File: src/rtl/pc_sequencer_if.sv
// Redirect / fetch-address bundle between ID-stage control and the PC sequencer.
// master: drives the redirect requests and samples the fetch state (ID stage, testbench).
// slave:  the pc_sequencer itself.
interface pc_sequencer_if;
  logic        Stall;
  logic        BranchTaken;
  logic [31:0] BranchPCPlus4;
  logic [31:0] BranchOffset;
  logic        Jump;
  logic [25:0] JumpAddr26;
  logic        JumpRegister;
  logic [31:0] JRTarget;
  logic        ClearError;
  logic [31:0] PC;
  logic [31:0] PCPlus4;
  logic        IFIDFlush;
  logic        AddrError;
  logic [31:0] BadVAddr;
  logic [15:0] RedirectCount;

  modport master (
    output Stall, BranchTaken, BranchPCPlus4, BranchOffset, Jump, JumpAddr26,
           JumpRegister, JRTarget, ClearError,
    input  PC, PCPlus4, IFIDFlush, AddrError, BadVAddr, RedirectCount
  );

  modport slave (
    input  Stall, BranchTaken, BranchPCPlus4, BranchOffset, Jump, JumpAddr26,
           JumpRegister, JRTarget, ClearError,
    output PC, PCPlus4, IFIDFlush, AddrError, BadVAddr, RedirectCount
  );
endinterface

File: src/rtl/pc_sequencer.sv
// Program-counter sequencer: selects the next fetch address from sequential,
// branch, jump and jump-register sources, traps misaligned JR targets to an
// exception vector and counts accepted redirects.
// Optional build macro: PC_SEQUENCER_DELAY_SLOT_EN -- aligned redirects keep the
// delay-slot instruction (no IF/ID flush); only trapping JRs flush.
module pc_sequencer #(
  parameter logic [31:0] RESET_PC   = 32'h0040_0000,
  parameter logic [31:0] EXC_VECTOR = 32'h8000_0180
) (
  input  logic               clk,
  input  logic               reset,
  pc_sequencer_if.slave      bus
);

  typedef enum logic [0:0] {StRun, StTrap} state_e;

  state_e      state_q, state_d;
  logic [31:0] pc_q, pc_d;
  logic [31:0] bad_vaddr_q, bad_vaddr_d;
  logic [15:0] redirect_count_q, redirect_count_d;

  logic [31:0] pc_plus4;
  logic [31:0] branch_target;
  logic [31:0] jump_target;
  logic        accepted;
  logic        jr_misaligned;

  // Redirect target arithmetic and acceptance decode.
  always_comb begin
    pc_plus4      = pc_q + 32'd4;
    branch_target = bus.BranchPCPlus4 + {bus.BranchOffset[29:0], 2'b00};
    jump_target   = {bus.BranchPCPlus4[31:28], bus.JumpAddr26, 2'b00};
    accepted      = !bus.Stall && (bus.JumpRegister || bus.Jump || bus.BranchTaken);
    // JR has top priority, so a misaligned JR target always wins the cycle.
    jr_misaligned = !bus.Stall && bus.JumpRegister && (bus.JRTarget[1:0] != 2'b00);
  end

  // Next-state: PC select, trap FSM, fault address capture, saturating counter.
  always_comb begin
    pc_d             = pc_q;
    state_d          = state_q;
    bad_vaddr_d      = bad_vaddr_q;
    redirect_count_d = redirect_count_q;

    if (!bus.Stall) begin
      if (jr_misaligned) begin
        pc_d        = EXC_VECTOR;
        bad_vaddr_d = bus.JRTarget;
      end else if (bus.JumpRegister) begin
        pc_d = bus.JRTarget;
      end else if (bus.Jump) begin
        pc_d = jump_target;
      end else if (bus.BranchTaken) begin
        pc_d = branch_target;
      end else begin
        pc_d = pc_plus4;
      end
    end

    unique case (state_q)
      StRun: begin
        if (jr_misaligned) state_d = StTrap;
      end
      StTrap: begin
        // A misaligned JR in the same cycle overrides the acknowledge.
        if (bus.ClearError && !jr_misaligned) state_d = StRun;
      end
      default: state_d = StRun;
    endcase

    if (accepted && (redirect_count_q != 16'hFFFF)) begin
      redirect_count_d = redirect_count_q + 16'd1;
    end
  end

  // State registers; reset abandons any redirect presented in the same cycle.
  always_ff @(posedge clk or posedge reset) begin
    if (reset) begin
      pc_q             <= RESET_PC;
      state_q          <= StRun;
      bad_vaddr_q      <= 32'h0;
      redirect_count_q <= 16'h0;
    end else begin
      pc_q             <= pc_d;
      state_q          <= state_d;
      bad_vaddr_q      <= bad_vaddr_d;
      redirect_count_q <= redirect_count_d;
    end
  end

  // Outputs; flush is derived only from accepted redirects, so it is low under Stall.
  always_comb begin
    bus.PC            = pc_q;
    bus.PCPlus4       = pc_plus4;
    bus.AddrError     = (state_q == StTrap);
    bus.BadVAddr      = bad_vaddr_q;
    bus.RedirectCount = redirect_count_q;
`ifdef PC_SEQUENCER_DELAY_SLOT_EN
    bus.IFIDFlush     = jr_misaligned;
`else
    bus.IFIDFlush     = accepted;
`endif
  end

endmodule

File: src/flat_wrapper.sv
// flat-port wrapper written by rule: the top's interface ports become plain ports
module pc_sequencer_flat 
#(
  parameter logic [31:0] RESET_PC   = 32'h0040_0000,
  parameter logic [31:0] EXC_VECTOR = 32'h8000_0180
)
  (clk, reset, bus_Stall, bus_BranchTaken, bus_BranchPCPlus4, bus_BranchOffset, bus_Jump, bus_JumpAddr26, bus_JumpRegister, bus_JRTarget, bus_ClearError, bus_PC, bus_PCPlus4, bus_IFIDFlush, bus_AddrError, bus_BadVAddr, bus_RedirectCount);
  pc_sequencer_if bus_i ();
  input  logic clk;
  input  logic reset;
  input wire logic [$bits(bus_i.Stall)-1:0] bus_Stall;
  input wire logic [$bits(bus_i.BranchTaken)-1:0] bus_BranchTaken;
  input wire logic [$bits(bus_i.BranchPCPlus4)-1:0] bus_BranchPCPlus4;
  input wire logic [$bits(bus_i.BranchOffset)-1:0] bus_BranchOffset;
  input wire logic [$bits(bus_i.Jump)-1:0] bus_Jump;
  input wire logic [$bits(bus_i.JumpAddr26)-1:0] bus_JumpAddr26;
  input wire logic [$bits(bus_i.JumpRegister)-1:0] bus_JumpRegister;
  input wire logic [$bits(bus_i.JRTarget)-1:0] bus_JRTarget;
  input wire logic [$bits(bus_i.ClearError)-1:0] bus_ClearError;
  output wire logic [$bits(bus_i.PC)-1:0] bus_PC;
  output wire logic [$bits(bus_i.PCPlus4)-1:0] bus_PCPlus4;
  output wire logic [$bits(bus_i.IFIDFlush)-1:0] bus_IFIDFlush;
  output wire logic [$bits(bus_i.AddrError)-1:0] bus_AddrError;
  output wire logic [$bits(bus_i.BadVAddr)-1:0] bus_BadVAddr;
  output wire logic [$bits(bus_i.RedirectCount)-1:0] bus_RedirectCount;
  assign bus_i.Stall = bus_Stall;
  assign bus_i.BranchTaken = bus_BranchTaken;
  assign bus_i.BranchPCPlus4 = bus_BranchPCPlus4;
  assign bus_i.BranchOffset = bus_BranchOffset;
  assign bus_i.Jump = bus_Jump;
  assign bus_i.JumpAddr26 = bus_JumpAddr26;
  assign bus_i.JumpRegister = bus_JumpRegister;
  assign bus_i.JRTarget = bus_JRTarget;
  assign bus_i.ClearError = bus_ClearError;
  assign bus_PC = bus_i.PC;
  assign bus_PCPlus4 = bus_i.PCPlus4;
  assign bus_IFIDFlush = bus_i.IFIDFlush;
  assign bus_AddrError = bus_i.AddrError;
  assign bus_BadVAddr = bus_i.BadVAddr;
  assign bus_RedirectCount = bus_i.RedirectCount;
  pc_sequencer #(.RESET_PC(RESET_PC), .EXC_VECTOR(EXC_VECTOR)) u_core (.clk(clk), .reset(reset), .bus(bus_i));
endmodule
File: config.mk
export PLATFORM = sky130hd
export DESIGN_NAME = pc_sequencer_flat
export DESIGN_NICKNAME = d
export VERILOG_FILES = /design/src/rtl/pc_sequencer_if.sv /design/src/rtl/pc_sequencer.sv /design/src/flat_wrapper.sv
export SDC_FILE = /design/constraint.sdc
export NUM_CORES = 1
export LEC_CHECK = 0
export ABC_CLOCK_PERIOD_IN_PS = 4410
export BUFFER_PORTS_ARGS = -buffer_cell sky130_fd_sc_hd__buf_2
export CAP_MARGIN = 25
export CELL_PAD_IN_SITES_DETAIL_PLACEMENT = 2
export CELL_PAD_IN_SITES_GLOBAL_PLACEMENT = 2
export CORE_AREA = 8 8 136 169
export CTS_CLUSTER_DIAMETER = 60
export CTS_CLUSTER_SIZE = 25
export DETAILED_ROUTE_END_ITERATION = 16
export DIE_AREA = 0 0 144 177
export PLACE_DENSITY_LB_ADDON = 0.1
export SLEW_MARGIN = 20
export SYNTH_ARGS = -nofsm -noshare
export SYNTH_HDL_FRONTEND = slang
export SYNTH_SLANG_ARGS = --single-unit
File: constraint.sdc
create_clock -name clk -period 4.41 [get_ports clk]
set_clock_uncertainty 0.2 [all_clocks]
set_input_delay 0.441 -clock clk [delete_from_list [all_inputs] [get_ports clk]]
set_output_delay 0.441 -clock clk [all_outputs]
set_load 0.02 [all_outputs]
# [Word-level counts from Yosys, hierarchy flattened]
# Cells that the tools add are included.
[word_totals] register_bits=81 in_bits=129 elab_cells=28
[op_classes] addsub=3 n_eq_ne=1 n_mux=7 bitwise=2 reduce_logical=11
[op_table] cell="2-to-1 mux 32 bit" count=4
[op_table] cell="adder 32 x 3 -> 32 bit, second input constant" count=1
[op_table] cell="adder 32 bit" count=1
[op_table] cell="adder 16 x 1 -> 16 bit, second input constant" count=1
[op_table] cell="!= test 16 bit, second input constant" count=1
[op_table] cell="logical AND 1 bit" count=5
[op_table] cell="logical NOT 1 bit" count=2
[op_table] cell="logical OR 1 bit" count=2
[op_table] cell="2-to-1 mux 1 bit" count=2
[op_table] cell="inverter 1 bit" count=2
[op_table] cell="one-hot mux 1 bit (2 select lines)" count=1
[op_table] cell="AND reduction 2 bit" count=1
[op_table] cell="nonzero test 2 bit" count=1

# [Longest topological paths before layout]
[logic_depth] word_depth=7 mapped_depth=12 ltp_nobuf=12

# [Worst setup path after synthesis]
# Ideal clock, no wire load.
[synth_path] path_kind="input -> register" from="in bus_BranchOffset[0]" to="reg u_core.pc_q[28] (netlist: u_core.bus.PC[28])" t_arrival_ps=2511 required_ps=4100 slack_ps=1589 cell_stages=12 path_buffers=0 path_cell_list="ha_1 inv_1 fa_1 and2b_1 o21ai_0 a21oi_2 o2111ai_2 a211oi_2 a211oi_2 a21oi_2 mux2i_1 o41ai_1"
[synth_between] elab_chain_len=5
[synth_rtl] item="from (decl)" line_no="flat_wrapper.sv:14" source="input wire logic [$bits(bus_i.BranchOffset)-1:0] bus_BranchOffset;"
[synth_rtl] item="adder 32 bit" line_no="pc_sequencer.sv:31" source="branch_target = bus.BranchPCPlus4 + {bus.BranchOffset[29:0], 2'b00};"
[synth_rtl] item="2-to-1 mux 32 bit" line_no="pc_sequencer.sv:53" source="end else if (bus.BranchTaken) begin"
[synth_rtl] item="2-to-1 mux 32 bit" line_no="pc_sequencer.sv:51" source="end else if (bus.Jump) begin"
[synth_rtl] item="2-to-1 mux 32 bit" line_no="pc_sequencer.sv:49" source="end else if (bus.JumpRegister) begin"
[synth_rtl] item="2-to-1 mux 32 bit" line_no="pc_sequencer.sv:46" source="if (jr_misaligned) begin"
[synth_rtl] item="to (signal assigned)" line_no="pc_sequencer.sv:84" source="pc_q <= pc_d;"
[synth_rtl] item="to (decl)" line_no="pc_sequencer.sv:18" source="logic [31:0] pc_q, pc_d;"
# No other way between the ends.
# A chain may end at the register's enable or synchronous reset.

# [Worst setup path after layout]
[layout_path] from="reg u_core.pc_q[2] (netlist: u_core.bus.PC[2])" to="out bus_PCPlus4[31]"
[layout_between] elab_chain_len=1
[layout_rtl] item="adder 32 x 3 -> 32 bit" line_no="pc_sequencer.sv:30" source="pc_plus4 = pc_q + 32'd4;"
[layout_rtl] item="to (decl)" line_no="flat_wrapper.sv:21" source="output wire logic [$bits(bus_i.PCPlus4)-1:0] bus_PCPlus4;"
# No other way between the ends.

==> impl_metrics.env <==
export IMPL_gp_congestion=0.824
export IMPL_rsz0062_at_grt="false"
export IMPL_period_share_pct=77.1
export IMPL_dieArea_um2=25500
export IMPL_hp_start="bus_JRTarget[21]"
export IMPL_critical_path_slowest_cell="dfrtp_1"
export IMPL_clock_path_buffers=2
export IMPL_ys_seq_area_share_pct=33.9
export IMPL_synth_area_per_cell_um2=8.75
export IMPL_critPathKind="reg -> out"
export IMPL_worstSetupEndpointType="output pin"
export IMPL_critPathLaunchType="flop"
export IMPL_hp_class="in -> reg"
export IMPL_cts_hold_buf=0
export IMPL_r2r_start="u_core.bus.PC[2]$_DFFE_PP0N_"
export IMPL_final_setup_viol_count=0
export IMPL_grtUsageMet2_pct=39.5
export IMPL_rr_worst_depth=10
export IMPL_rows=59
export IMPL_cap_viol_max_count=0
export IMPL_vias=6146
export IMPL_grt_busiest_layer="met2"
export IMPL_fmax_mhz=294
export IMPL_htreeDepth=3
export IMPL_cp_data_required_time_ns=3.77
export IMPL_worst_r2r_setup_slack_ns=1.58
export IMPL_grt_start_max_net_pins=50
export IMPL_syn_nets=844
export IMPL_cp_cell_sequence="nand4_1, nor3_4, buf_4, nand2_1, nor3b_2, nand3_1, xnor2_1, buf_2"
export IMPL_synthArstFlopShare_pct=100
export IMPL_finalCriticalPeriod_ns=3.40
export IMPL_fin_area_um2=7760
export IMPL_tns_ns=0
export IMPL_synth_area_leaders="dfrtp_1 (33%), xnor2_1 (6.6%), ha_1 (6.5%), mux2_2 (6.0%), nand2_1 (5.1%)"
export IMPL_clock_sinks=81
export IMPL_vdd_drop_max_v=0.000289
export IMPL_met3_usage_pct=4.83
export IMPL_arrival_ns=2.76
export IMPL_ys_types=73
export IMPL_drc=0
export IMPL_synth_flop_cell="dfrtp_1"
export IMPL_crit_cells=8
export IMPL_grt_pass1_vias=7088
export IMPL_status="finished, final reports clean"
export IMPL_synthCells=683
export IMPL_overflow=0
export IMPL_ios=243
export IMPL_hold_end="u_core.bus.BadVAddr[21]$_DFFE_PP0P_"
export IMPL_grt_use_total_pct=20.6
export IMPL_layout_drive_gt1_share_pct=35.3
export IMPL_post_dp_hpwl_um=21700
export IMPL_detail_route_wl_per_cell_um=22.2
export IMPL_yosysTopAreaCellShare_pct=33.5
export IMPL_cts_post_setup_buffers_inserted=0
export IMPL_cts_root_buf="clkbuf_16"
export IMPL_cp_top_family="simple AND/OR/NAND/NOR gates"
export IMPL_place_area_um2=7450
export IMPL_start_util_pct=29.2
export IMPL_yosys_area_top_type="dfrtp_1"
export IMPL_drt_total_wl_um=26500
export IMPL_die_w_um=144
export IMPL_synth_common_cells="nand2_1 (82), dfrtp_1 (80), nor2_1 (55)"
export IMPL_grt_pass1_wl_um=40100
export IMPL_via_per_inst=5.15
export IMPL_whs_path_depth=2
export IMPL_antenna_found_initial=5
export IMPL_clk_pin_slew_worst_paths_ns=0.07
export IMPL_drt_iter0_markers=157
export IMPL_final_antenna_net_count=0
export IMPL_slew_headroom_pct=37.9
export IMPL_cp_max_fo=7
export IMPL_io_buffer_count=240
export IMPL_slew_viol_final=0
export IMPL_die_h_um=177
export IMPL_cts_buffers=9
export IMPL_timing_rr_end="u_core.bus.PC[24]$_DFFE_PP0N_"
export IMPL_area_growth_pct=29.9
export IMPL_post_synth_top_count_cell="nand2_1"
export IMPL_use_met1_pct=22.1
export IMPL_mappedNetlistArea_um2=5980
export IMPL_cp_num_buf_inv=2
export IMPL_worstSkewPairLatency_ns=0.35
export IMPL_cts_tree="built"
export IMPL_cp_slowest_stage_delay_ns=0.51
export IMPL_power_density_nw_per_um2=357
export IMPL_hold_viol_final=0
export IMPL_cts_resized_gates=0
export IMPL_p_leak_nw=3.77
export IMPL_tightest_slew_ns=0.928
export IMPL_fp_coreArea_um2=20400
export IMPL_ys_ff_latch=81
export IMPL_fin_nets=1073
export IMPL_synth_warnings=0
export IMPL_synth_edff_count=0
export IMPL_drt_pass1_iter_count=5
worst reg2reg max path: cells and delay by family, from the launching register on:
family	cells	cell delay (ns)
AND/OR/NAND/NOR	4	0.98
AO/OA/AOI/OAI	4	0.62
flip-flops	1	0.51
adder cells (fa/ha/maj)	1	0.25
XOR/XNOR	1	0.21
where the power goes:
part / switching, mW / internal, mW
combinational: 0.655 / 0.398
clock: 0.334 / 0.398
sequential: 0.127 / 0.863
total: 1.12 / 1.66
kinds of logic (layout without fill, tap and decap cells):
kind of cell | count (synthesis) | after routing | share of synthesized area [%]
mux | 39 | 39 | 7.20
other cells | 0 | 2 | 0
xor+xnor | 63 | 63 | 9.23
flops | 81 | 81 | 33.9
buf+inv | 60 | 294 | 4.10
simple gates | 233 | 233 | 19.1
compound gates | 175 | 175 | 19.6
fa+ha+maj | 32 | 32 | 6.82
per-stage QoR:
stage	hold WS (ns)	util, %	setup WS [ns]	std cells	power (mW)
final	0.135	38.0	1.01	1193	2.78
after global placement	0.263	36.4	1.11	1173	2.03
after global routing	0.136	38.0	0.880	1193	2.93
after detailed placement	0.268	36.4	1.00	1173	2.07
after CTS	0.0864	37.8	1.01	1189	2.82
after floorplan	0.317	-	1.59	683	1.62
cell type report:
class / count / area, µm²
sequential: 81 / 2030
tap: 274 / 343
fill: 2386 / 12700
clock buffer: 10 / 239
inverter: 27 / 103
clock inverter: 6 / 42.5
timing repair buffer: 251 / 1300
multi-input combinational: 542 / 3710
antenna: 2 / 5.00
state kept, by name, summed over array words and instances, names as in the netlist:
register and cells:
u_core.bus.RedirectCount 16, u_core.bus.PC 32, u_core.bus.BadVAddr 32, u_core.bus.AddrError 1
cell usage in the layout, fill, tap and decap left out, types with 10 or more instances in the layout:
cell     netlist  routed
xnor2_1       45      45
nand3_1       28      28
mux2_2        32      32
nor2_1        55      55
nand4_1       10      10
buf_2          3     240
nand2_1       82      82
inv_1         27      26
ha_1          31      31
dfrtp_1       80      80
o21ai_0       36      36
a21oi_1       45      45
a21o_1        15      15
xor2_1        18      18
worst max path at each step:
stage                                    end  slack (ns)                          from
3_3_place_gp   u_core.bus.PC[28]$_DFFE_PP0N_        1.11           bus_BranchOffset[0]
2_1_floorplan  u_core.bus.PC[28]$_DFFE_PP0N_        1.59           bus_BranchOffset[0]
3_5_place_dp   u_core.bus.PC[28]$_DFFE_PP0N_        1.00           bus_BranchOffset[0]
4_1_cts                      bus_PCPlus4[31]        1.01  u_core.bus.PC[2]$_DFFE_PP0N_
5_1_grt                      bus_PCPlus4[31]        0.88  u_core.bus.PC[2]$_DFFE_PP0N_
6_report                     bus_PCPlus4[31]        1.01  u_core.bus.PC[2]$_DFFE_PP0N_
per-layer routing:
layer / share of wire, % / up-vias
li1: - / 2916
met1: 39 / 3063
met2: 55 / 141
met3: 5.7 / 20
met4: 1.0 / 6
met5: 0.13 / -
No activity file was read; power rests on OpenSTA's default activity.
